### config.mk
export PLATFORM = sky130hd
export DESIGN_NAME = sha256_stream_core_flat
export DESIGN_NICKNAME = d
export VERILOG_FILES = /design/src/rtl/sha256_stream_core_if.sv /design/src/rtl/sha256_stream_core.sv /design/src/flat_wrapper.sv
export SDC_FILE = /design/constraint.sdc
export NUM_CORES = 2
export LEC_CHECK = 0
export BUFFER_PORTS_ARGS = -buffer_cell sky130_fd_sc_hd__buf_2
export CORE_MARGIN = 1
export CORE_UTILIZATION = 55
export CTS_BUF_LIST = sky130_fd_sc_hd__clkbuf_8
export DETAILED_ROUTE_END_ITERATION = 6
export HOLD_SLACK_MARGIN = 0.05
export PLACE_DENSITY = 0.82
export SYNTH_ARGS = -nofsm -noshare
export SYNTH_HDL_FRONTEND = slang
export SYNTH_SLANG_ARGS = --single-unit
### constraint.sdc
create_clock -name clk -period 7.6 [get_ports clk]
set_input_delay 1.14 -clock clk [delete_from_list [all_inputs] [get_ports clk]]
set_output_delay 1.14 -clock clk [all_outputs]
set_load 0.02 [all_outputs]
### src/rtl/sha256_stream_core_if.sv
`default_nettype none
// ============================================================================
// Module   : sha256_stream_core_if
// Purpose  : Block-in / digest-out handshake bundle for sha256_stream_core.
//            Midstate ports exist only when SHA256_MIDSTATE_EN is defined.
// Revision : 1.0  initial release
// ============================================================================
interface sha256_stream_core_if;
`ifdef SHA256_MIDSTATE_EN
  logic [255:0] mid_in;
  logic         mid_sel;
`endif
  logic         abort;
  logic         blk_valid;
  logic         blk_ready;
  logic [511:0] blk_data;
  logic         blk_first;
  logic         blk_last;
  logic         dig_valid;
  logic         dig_ready;
  logic [255:0] digest;
  logic         busy;

  modport master (
`ifdef SHA256_MIDSTATE_EN
    output mid_in, output mid_sel,
`endif
    output abort, output blk_valid, input blk_ready, output blk_data,
    output blk_first, output blk_last, input dig_valid, output dig_ready,
    input digest, input busy
  );

  modport slave (
`ifdef SHA256_MIDSTATE_EN
    input mid_in, input mid_sel,
`endif
    input abort, input blk_valid, output blk_ready, input blk_data,
    input blk_first, input blk_last, output dig_valid, input dig_ready,
    output digest, output busy
  );
endinterface
`default_nettype wire

### src/rtl/sha256_stream_core.sv
`default_nettype none
// ============================================================================
// Module   : sha256_stream_core
// Purpose  : Streaming SHA-256 / SHA256d engine, UNROLL rounds per clock.
//            Optional midstate seeding guarded by SHA256_MIDSTATE_EN.
// Revision : 1.0  initial release
// ============================================================================
module sha256_stream_core #(
  parameter int UNROLL = 1,
  parameter int DOUBLE = 1
) (
  input  logic                clk,
  input  logic                rst_n,
  sha256_stream_core_if.slave s
);

  localparam logic [1:0] S_IDLE  = 2'd0;
  localparam logic [1:0] S_ROUND = 2'd1;
  localparam logic [1:0] S_ADD   = 2'd2;
  localparam logic [1:0] S_OUT   = 2'd3;

  localparam logic [255:0] IV = {
    32'h6a09e667, 32'hbb67ae85, 32'h3c6ef372, 32'ha54ff53a,
    32'h510e527f, 32'h9b05688c, 32'h1f83d9ab, 32'h5be0cd19
  };

  localparam logic [2047:0] K_TAB = {
    32'h428a2f98, 32'h71374491, 32'hb5c0fbcf, 32'he9b5dba5, 32'h3956c25b, 32'h59f111f1, 32'h923f82a4, 32'hab1c5ed5,
    32'hd807aa98, 32'h12835b01, 32'h243185be, 32'h550c7dc3, 32'h72be5d74, 32'h80deb1fe, 32'h9bdc06a7, 32'hc19bf174,
    32'he49b69c1, 32'hefbe4786, 32'h0fc19dc6, 32'h240ca1cc, 32'h2de92c6f, 32'h4a7484aa, 32'h5cb0a9dc, 32'h76f988da,
    32'h983e5152, 32'ha831c66d, 32'hb00327c8, 32'hbf597fc7, 32'hc6e00bf3, 32'hd5a79147, 32'h06ca6351, 32'h14292967,
    32'h27b70a85, 32'h2e1b2138, 32'h4d2c6dfc, 32'h53380d13, 32'h650a7354, 32'h766a0abb, 32'h81c2c92e, 32'h92722c85,
    32'ha2bfe8a1, 32'ha81a664b, 32'hc24b8b70, 32'hc76c51a3, 32'hd192e819, 32'hd6990624, 32'hf40e3585, 32'h106aa070,
    32'h19a4c116, 32'h1e376c08, 32'h2748774c, 32'h34b0bcb5, 32'h391c0cb3, 32'h4ed8aa4a, 32'h5b9cca4f, 32'h682e6ff3,
    32'h748f82ee, 32'h78a5636f, 32'h84c87814, 32'h8cc70208, 32'h90befffa, 32'ha4506ceb, 32'hbef9a3f7, 32'hc67178f2
  };

  localparam logic [5:0] LAST_RND = 6'(64 - UNROLL);
  localparam logic [5:0] RND_STEP = 6'(UNROLL);

  if (!(UNROLL == 1 || UNROLL == 2 || UNROLL == 4)) begin : g_bad_unroll
    $error("sha256_stream_core: UNROLL must be 1, 2 or 4");
  end

  function automatic logic [31:0] rotr(input logic [31:0] x, input int n);
    return (x >> n) | (x << (32 - n));
  endfunction

  function automatic logic [31:0] ssig0(input logic [31:0] x);
    return rotr(x, 7) ^ rotr(x, 18) ^ (x >> 3);
  endfunction

  function automatic logic [31:0] ssig1(input logic [31:0] x);
    return rotr(x, 17) ^ rotr(x, 19) ^ (x >> 10);
  endfunction

  function automatic logic [31:0] k_at(input logic [5:0] idx);
    return K_TAB[2047 - 32 * int'(idx) -: 32];
  endfunction

  // One compression round; the window always holds W[t..t+15] with W[t] on top.
  function automatic logic [767:0] sha_round(input logic [255:0] st,
                                             input logic [511:0] w,
                                             input logic [31:0]  k);
    logic [31:0] a, b, c, d, e, f, g, h, t1, t2, wn;
    {a, b, c, d, e, f, g, h} = st;
    t1 = h + (rotr(e, 6) ^ rotr(e, 11) ^ rotr(e, 25)) + ((e & f) ^ (~e & g)) + k + w[511:480];
    t2 = (rotr(a, 2) ^ rotr(a, 13) ^ rotr(a, 22)) + ((a & b) ^ (a & c) ^ (b & c));
    wn = ssig1(w[63:32]) + w[223:192] + ssig0(w[479:448]) + w[511:480];
    return {t1 + t2, a, b, c, d + t1, e, f, g, w[479:0], wn};
  endfunction

  logic [1:0]   state;
  logic [5:0]   rnd;
  logic [255:0] h_q;
  logic [255:0] st_q;
  logic [511:0] w_q;
  logic         pass_q;
  logic         blk_last_q;
  logic         dig_valid_q;
  logic [255:0] digest_q;

  logic [255:0] st_nxt;
  logic [511:0] w_nxt;
  logic [255:0] h_sum;
  logic [255:0] init_cv;

  always_comb begin
    st_nxt = st_q;
    w_nxt  = w_q;
    for (int j = 0; j < UNROLL; j++) begin
      {st_nxt, w_nxt} = sha_round(st_nxt, w_nxt, k_at(rnd + 6'(j)));
    end
  end

  always_comb begin
    h_sum = '0;
    for (int i = 0; i < 8; i++) begin
      h_sum[i*32 +: 32] = h_q[i*32 +: 32] + st_q[i*32 +: 32];
    end
  end

  always_comb begin
    init_cv = h_q;
    if (s.blk_first) begin
`ifdef SHA256_MIDSTATE_EN
      init_cv = s.mid_sel ? s.mid_in : IV;
`else
      init_cv = IV;
`endif
    end
  end

  always_ff @(posedge clk or negedge rst_n) begin
    if (!rst_n) begin
      state       <= S_IDLE;
      rnd         <= '0;
      h_q         <= IV;
      st_q        <= '0;
      w_q         <= '0;
      pass_q      <= 1'b0;
      blk_last_q  <= 1'b0;
      dig_valid_q <= 1'b0;
      digest_q    <= '0;
    end else if (s.abort) begin
      state       <= S_IDLE;
      dig_valid_q <= 1'b0;
      pass_q      <= 1'b0;
      h_q         <= IV;
    end else begin
      case (state)
        S_IDLE: begin
          if (s.blk_valid) begin
            w_q        <= s.blk_data;
            st_q       <= init_cv;
            h_q        <= init_cv;
            rnd        <= '0;
            blk_last_q <= s.blk_last;
            state      <= S_ROUND;
          end
        end
        S_ROUND: begin
          st_q <= st_nxt;
          w_q  <= w_nxt;
          if (rnd == LAST_RND) begin
            state <= S_ADD;
          end else begin
            rnd <= rnd + RND_STEP;
          end
        end
        S_ADD: begin
          if (!blk_last_q) begin
            h_q   <= h_sum;
            state <= S_IDLE;
          end else if (DOUBLE != 0 && !pass_q) begin
            // Second pass hashes the 32-byte digest as a single padded block.
            w_q    <= {h_sum, 32'h80000000, 192'h0, 32'h00000100};
            h_q    <= IV;
            st_q   <= IV;
            rnd    <= '0;
            pass_q <= 1'b1;
            state  <= S_ROUND;
          end else begin
            digest_q    <= h_sum;
            dig_valid_q <= 1'b1;
            pass_q      <= 1'b0;
            state       <= S_OUT;
          end
        end
        S_OUT: begin
          if (s.dig_ready) begin
            dig_valid_q <= 1'b0;
            state       <= S_IDLE;
          end
        end
        default: state <= S_IDLE;
      endcase
    end
  end

  assign s.blk_ready = (state == S_IDLE);
  assign s.busy      = (state != S_IDLE);
  assign s.dig_valid = dig_valid_q;
  assign s.digest    = digest_q;

endmodule
`default_nettype wire

### src/flat_wrapper.sv
// flat-port wrapper written by rule: the top's interface ports become plain ports
module sha256_stream_core_flat 
#(
  parameter int UNROLL = 1,
  parameter int DOUBLE = 1
)
  (clk, rst_n, s_abort, s_blk_valid, s_blk_ready, s_blk_data, s_blk_first, s_blk_last, s_dig_valid, s_dig_ready, s_digest, s_busy);
  sha256_stream_core_if s_i ();
  input  logic clk;
  input  logic rst_n;
  input wire logic [$bits(s_i.abort)-1:0] s_abort;
  input wire logic [$bits(s_i.blk_valid)-1:0] s_blk_valid;
  output wire logic [$bits(s_i.blk_ready)-1:0] s_blk_ready;
  input wire logic [$bits(s_i.blk_data)-1:0] s_blk_data;
  input wire logic [$bits(s_i.blk_first)-1:0] s_blk_first;
  input wire logic [$bits(s_i.blk_last)-1:0] s_blk_last;
  output wire logic [$bits(s_i.dig_valid)-1:0] s_dig_valid;
  input wire logic [$bits(s_i.dig_ready)-1:0] s_dig_ready;
  output wire logic [$bits(s_i.digest)-1:0] s_digest;
  output wire logic [$bits(s_i.busy)-1:0] s_busy;
  assign s_i.abort = s_abort;
  assign s_i.blk_valid = s_blk_valid;
  assign s_blk_ready = s_i.blk_ready;
  assign s_i.blk_data = s_blk_data;
  assign s_i.blk_first = s_blk_first;
  assign s_i.blk_last = s_blk_last;
  assign s_dig_valid = s_i.dig_valid;
  assign s_i.dig_ready = s_dig_ready;
  assign s_digest = s_i.digest;
  assign s_busy = s_i.busy;
  sha256_stream_core #(.UNROLL(UNROLL), .DOUBLE(DOUBLE)) u_core (.clk(clk), .rst_n(rst_n), .s(s_i));
endmodule
; Word-level counts from Yosys, hierarchy flattened
; Cells that the tools add are included.
[classes]
n_shift = 1
muxes = 33
n_reduce_logical = 15
addsub = 20
bitwise = 28
eq_ne = 14
[ops]
columns = op, n
row1 = indexed part select 2079 x 32 -> 32 bit (first input constant), 1
row2 = two-way mux 256 bit, 6
row3 = two-way mux 512 bit, 3
row4 = case mux 512 bit (3 select lines), 1
row5 = case mux 256 bit (3 select lines), 1
row6 = adder 32 bit, 18
row7 = case mux 256 bit (2 select lines), 1
row8 = XOR 32 bit, 9
row9 = bitwise AND 32 bit, 5
row10 = NOT 32 bit, 1
row11 = OR 10 x 32 -> 32 bit, 1
row12 = OR 13 x 32 -> 32 bit, 1
row13 = OR 14 x 32 -> 32 bit, 1
row14 = OR 15 x 32 -> 32 bit, 1
row15 = OR 19 x 32 -> 32 bit, 1
row16 = OR 21 x 32 -> 32 bit, 1
row17 = OR 25 x 32 -> 32 bit, 1
row18 = OR 26 x 32 -> 32 bit, 1
row19 = OR 30 x 32 -> 32 bit, 1
row20 = OR 7 x 32 -> 32 bit, 1
row21 = XOR 32 x 22 -> 32 bit, 1
row22 = XOR 32 x 29 -> 32 bit, 1
row23 = two-way mux 6 bit, 4
row24 = case mux 6 bit (3 select lines), 1
row25 = other kinds (23), 48
[word_totals]
elab_cells = 120
in_bits = 519
register_bits = 1291
out_inout_bits = 259

; Longest topological paths before layout
[logic_depth]
ltp_word = 9
ltp_mapped = 39
ltp_nobuf = 38

; Worst setup path after synthesis
; No wires, ideal clock.
[synth_path]
path_kind = register to register
from = register u_core.rnd[1]
to = register u_core.st_q[253]
stages_incl_launch_ff = 35
synth_period_minus_slack_ns = 8.005
setup_slack_ns = -0.405
arrival_time_ns = 7.922
n_path_buf = 2
cell_sequence = dfrtp_1 > inv_1 > ha_1 > clkbuf_1 > nor2_1 > a21oi_1 > a221oi_1 > a311o_1 > o21ai_0 > fa_1 > fa_1 > inv_1 > fa_1 > inv_1 > ha_1 > a21o_1 > a21oi_1 > o21bai_1 > a21boi_0 > o21ai_0 > a41oi_1 > a21oi_1 > a311o_1 > xor2_1 > fa_1 > ha_1 > clkbuf_1 > nor4_1 > a21oi_1 > a31o_2 > a31oi_1 > o21ai_0 > a21oi_1 > mux2_2 > o21ai_0
[synth_between]
elab_chain_cells = 6
[synth_lines]
columns = element, line
row1 = "start, declared", sha256_stream_core.sv:74  ; logic [5:0] rnd;
row2 = "start signal, assigned", sha256_stream_core.sv:148  ; rnd <= rnd + RND_STEP;
row3 = subtractor 11 x 11 -> 12 bit, sha256_stream_core.sv:58  ; return K_TAB[2047 - 32 * int'(idx) -: 32];
row4 = indexed part select 2079 x 32 -> 32 bit, sha256_stream_core.sv:58
row5 = adder 32 bit (2 in series), sha256_stream_core.sv:67  ; t1 = h + (rotr(e, 6) ^ rotr(e, 11) ^ rotr(e, 25)) + ((e & f) ^ (~e & g)) + k + w[511:480];
row6 = adder 32 bit, sha256_stream_core.sv:70  ; return {t1 + t2, a, b, c, d + t1, e, f, g, w[479:0], wn};
row7 = case mux 256 bit (3 select lines), sha256_stream_core.sv:131  ; case (state)
row8 = "end signal, assigned", sha256_stream_core.sv:135  ; st_q <= init_cv;
row9 = "end signal, assigned", sha256_stream_core.sv:143  ; st_q <= st_nxt;
row10 = "end, declared", sha256_stream_core.sv:76  ; logic [255:0] st_q;
; No other way between the ends.
; A chain may end at the register's enable or synchronous reset.

; Final worst setup path
[layout_path]
from = register u_core.rnd[0]
to = register u_core.st_q[252]
; Same word-level chain as after synthesis.

==> impl_metrics.yaml <==
outcome:
  outcome: "finished, violations left"
  failed_checks: "capacitance limit, slew limit"
route:
  via_per_inst: 6.85
  antenna_left: 0
  dr.pass1.iters: 7
  routedWlPerCell_um: 32.7
  num_vias: 84569
  drc: 0
  drtIter0Drc: 11966
  wl_um: 403000
clock_tree:
  clk_path_buf_depth: 3
  cts.sinks: 1291
  cts_buffers: 217
  cts_tree: "yes"
  cts_max_level: 4
  clk_latency_ns: 1.01
  clkTransAtPathRegs_ns: 0.07
  hold_buffers: 0
  clk_root_buffer_cell: "clkbuf_8"
setup_path:
  cpMostUsedCell: "buf_4"
  crit_family: "adder cells"
  crit_buf_inv: 12
  end_kind: "flip-flop"
  worstPathRequired_ns: 8.49
  max_stage_delay_ns: 0.54
  cp-start-kind: "flip-flop"
  cpMaxStageDelayCell: "fa_1"
  cp_max_fo: 7
  path_class: "reg2reg"
  cp.arrival_ns: 8.46
timing:
  tightest_slew_ns: 1.58
  min_period_over_period_pct: 99.6
  fmax_mhz: 132
  period_needed_ns: 7.57
  clock_skew_ns: 0.0757
  hold_viol_final: 0
  finalSetupViolations: 0
  rsz0062_at_grt: "yes"
  slew-limit-headroom_pct: -6.59
  finalMaxSlewViolations: 2
yosys:
  ys.flop_type: "dfrtp_1"
  yosysSeqAreaShare_pct: 38.8
  synth_edf_count: 0
  syn_inst: 9112
  ys_types: 101
  synth_top_area_share_pct: 34.5
  synth_area_leaders: "dfrtp_1 (35%), ha_1 (5.9%), nor2_1 (5.7%)"
  syn_area_um2: 83700
  ys_async_sr_fraction_pct: 100
  synth_seq_cells: 1291
  avgSynthCellArea_um2: 9.18
  yosys.area.top_type: "dfrtp_1"
  synthesis.nets: 10219
  yosysWarningCount: 0
placement:
  port_buffers: 777
  routabilityCongestion: 1.08
  dp.cells: 11820
  dp_hpwl_um: 302000
finish:
  instances_no_fill: 12337
  drive_gt1_share_pct: 24.1
  fill_cells: 12235
  utilization_pct: 66.4
  area_growth_syn_to_layout_pct: 19.5
  nets: 11174
global_routing:
  antenna_found_initial: 69
  grt_usage_pct: 51.3
  grt_pass1_vias: 78588
  grt.overflow.total: 0
  grt_pass1_wl_um: 565000
  grt_max_degree: 185
flow_run:
  maxCapViolCount: 1
floorplanning:
  start_util_pct: 55.6
  die-width_um: 392
  coreArea_um2: 150000
  die_h_um: 392
  dieArea_um2: 154000
  ios: 778
  core.rowCount: 142
min_path:
  hp-class: "in2async"
per-layer routing:
| metal | wire, µm | up-vias | track usage [%] |
|---|---|---|---|
| met5 | 516 | - | 0.415 |
| met4 | 32400 | 40 | 33.0 |
| met3 | 61000 | 1451 | 20.9 |
| met2 | 162000 | 6635 | 70.0 |
| met1 | 148000 | 41453 | 66.7 |
| li1 | - | 34990 | - |
registers in the layout (all words and copies together) (netlist names):
signal / cells
u_core.st_q: 256
u_core.s.digest: 256
u_core.w_q: 512
u_core.h_q: 256
u_core.pass_q: 1
u_core.rnd: 6
u_core.blk_last_q: 1
u_core.s.dig_valid: 1
u_core.state: 2
path summary, 6_finish.rpt:
| path | cells after the start | startpoint | slack [ns] | end |
|---|---|---|---|---|
| worst max-delay path | 34 | u_core.rnd[0] | 0.03 | u_core.st_q[252] |
| worst min-delay path | 1 | rst_n | 0.19 | u_core.s.digest[94] |
| worst max register to register | 34 | u_core.rnd[0] | 0.03 | u_core.st_q[252] |
| worst min register to register | 2 | u_core.s.digest[53] | 0.48 | u_core.s.digest[53] |
| max in group asynchronous | 3 | rst_n | 5.42 | u_core.w_q[40] |
| min in group clk | 2 | s_blk_last | 0.38 | u_core.blk_last_q |
final cells by class:
class | count | area (µm²) | area share (%)
tap | 2016 | 2520 | 2.52
multi-input combinational | 6830 | 49300 | 49.3
clock buffer | 279 | 3840 | 3.84
antenna | 60 | 150 | 0.150
sequential | 1291 | 32500 | 32.5
inverter | 285 | 1090 | 1.09
timing repair buffer | 1442 | 9490 | 9.49
clock inverter | 134 | 1110 | 1.11
kinds of logic after synthesis:
family	count (synthesis)	share of synthesized area, %
AO/OA/AOI/OAI	2846	23.7
AND/OR/NAND/NOR	2565	13.0
flip-flops	1291	38.8
buffers and inverters	991	4.45
adder cells (fa/ha/maj)	607	10.8
XOR/XNOR	579	6.12
multiplexers	233	3.14
worst register-to-register path: cells and delay by family, from the launching register on:
kind / cells / cell delay [ns]
xor gates and xnor gates: 1 / 0.16
DFF: 1 / 0.41
adders and majority gates: 7 / 2.82
AOI/OAI and AO/OA: 9 / 1.71
buffers and inverters: 12 / 1.43
and+or+nand+nor: 4 / 0.85
muxes: 1 / 0.13
placed cells by master (no fill, tap or decap), types with 225 or more instances in the layout:
cell type and instances:
a21oi_1 551, a221oi_1 522, buf_2 776, buf_4 603, clkbuf_8 279, dfrtp_1 1151
ha_1 350, inv_1 338, nand2_1 651, nor2_1 1246, nor3_1 225, o21ai_0 476
xnor2_1 415
through the flow:
stage	hold WS (ns)	setup WS, ns	instance area (µm²)	TNS (ns)
2_1_floorplan	0.446	0.00861	83700	0
3_3_place_gp	0.458	-0.544	92600	-7.90
6_report	0.193	0.0319	100000	0
3_5_place_dp	0.466	-0.682	92600	-8.83
4_1_cts	0.172	-0.00730	98200	-0.00730
5_1_grt	0.226	-0.151	99900	-1.52
synthesized netlist by cell type, types with 16 or more instances:
| cell | count |
|---|---|
| a211oi_1 | 59 |
| a21o_1 | 178 |
| a21oi_1 | 588 |
| a221o_1 | 17 |
| a221oi_1 | 534 |
| a22o_1 | 90 |
| a22oi_1 | 29 |
| a311oi_1 | 16 |
| a31o_2 | 16 |
| a31oi_1 | 66 |
| and2_1 | 22 |
| and3_1 | 53 |
| buf_1 | 46 |
| clkbuf_1 | 658 |
| dfrtp_1 | 1155 |
| dfstp_2 | 136 |
| fa_1 | 195 |
| ha_1 | 393 |
| inv_1 | 282 |
| maj3_1 | 19 |
| mux2_2 | 208 |
| mux2i_1 | 22 |
| nand2_1 | 661 |
| nand2b_1 | 49 |
| nand3_1 | 77 |
| nand4_1 | 33 |
| nor2_1 | 1274 |
| nor2b_1 | 36 |
| nor3_1 | 236 |
| nor4_1 | 17 |
| o211ai_1 | 68 |
| o21a_1 | 83 |
| o21ai_0 | 509 |
| o21bai_1 | 69 |
| o22a_1 | 102 |
| o22ai_1 | 23 |
| o31ai_1 | 226 |
| or2_2 | 18 |
| or3_1 | 41 |
| xnor2_1 | 431 |
| xor2_1 | 144 |
what timing repair did:
item,4_1_cts,5_1_grt
buffers inserted,12,32
pin swaps,34,118
gates resized for setup,107,277
gates cloned,0,1
setup endpoints to repair,29,36
Power is left out: the tool's default activity adds up to more than one toggle a clock period on the data nets, which glitch-free logic cannot reach.
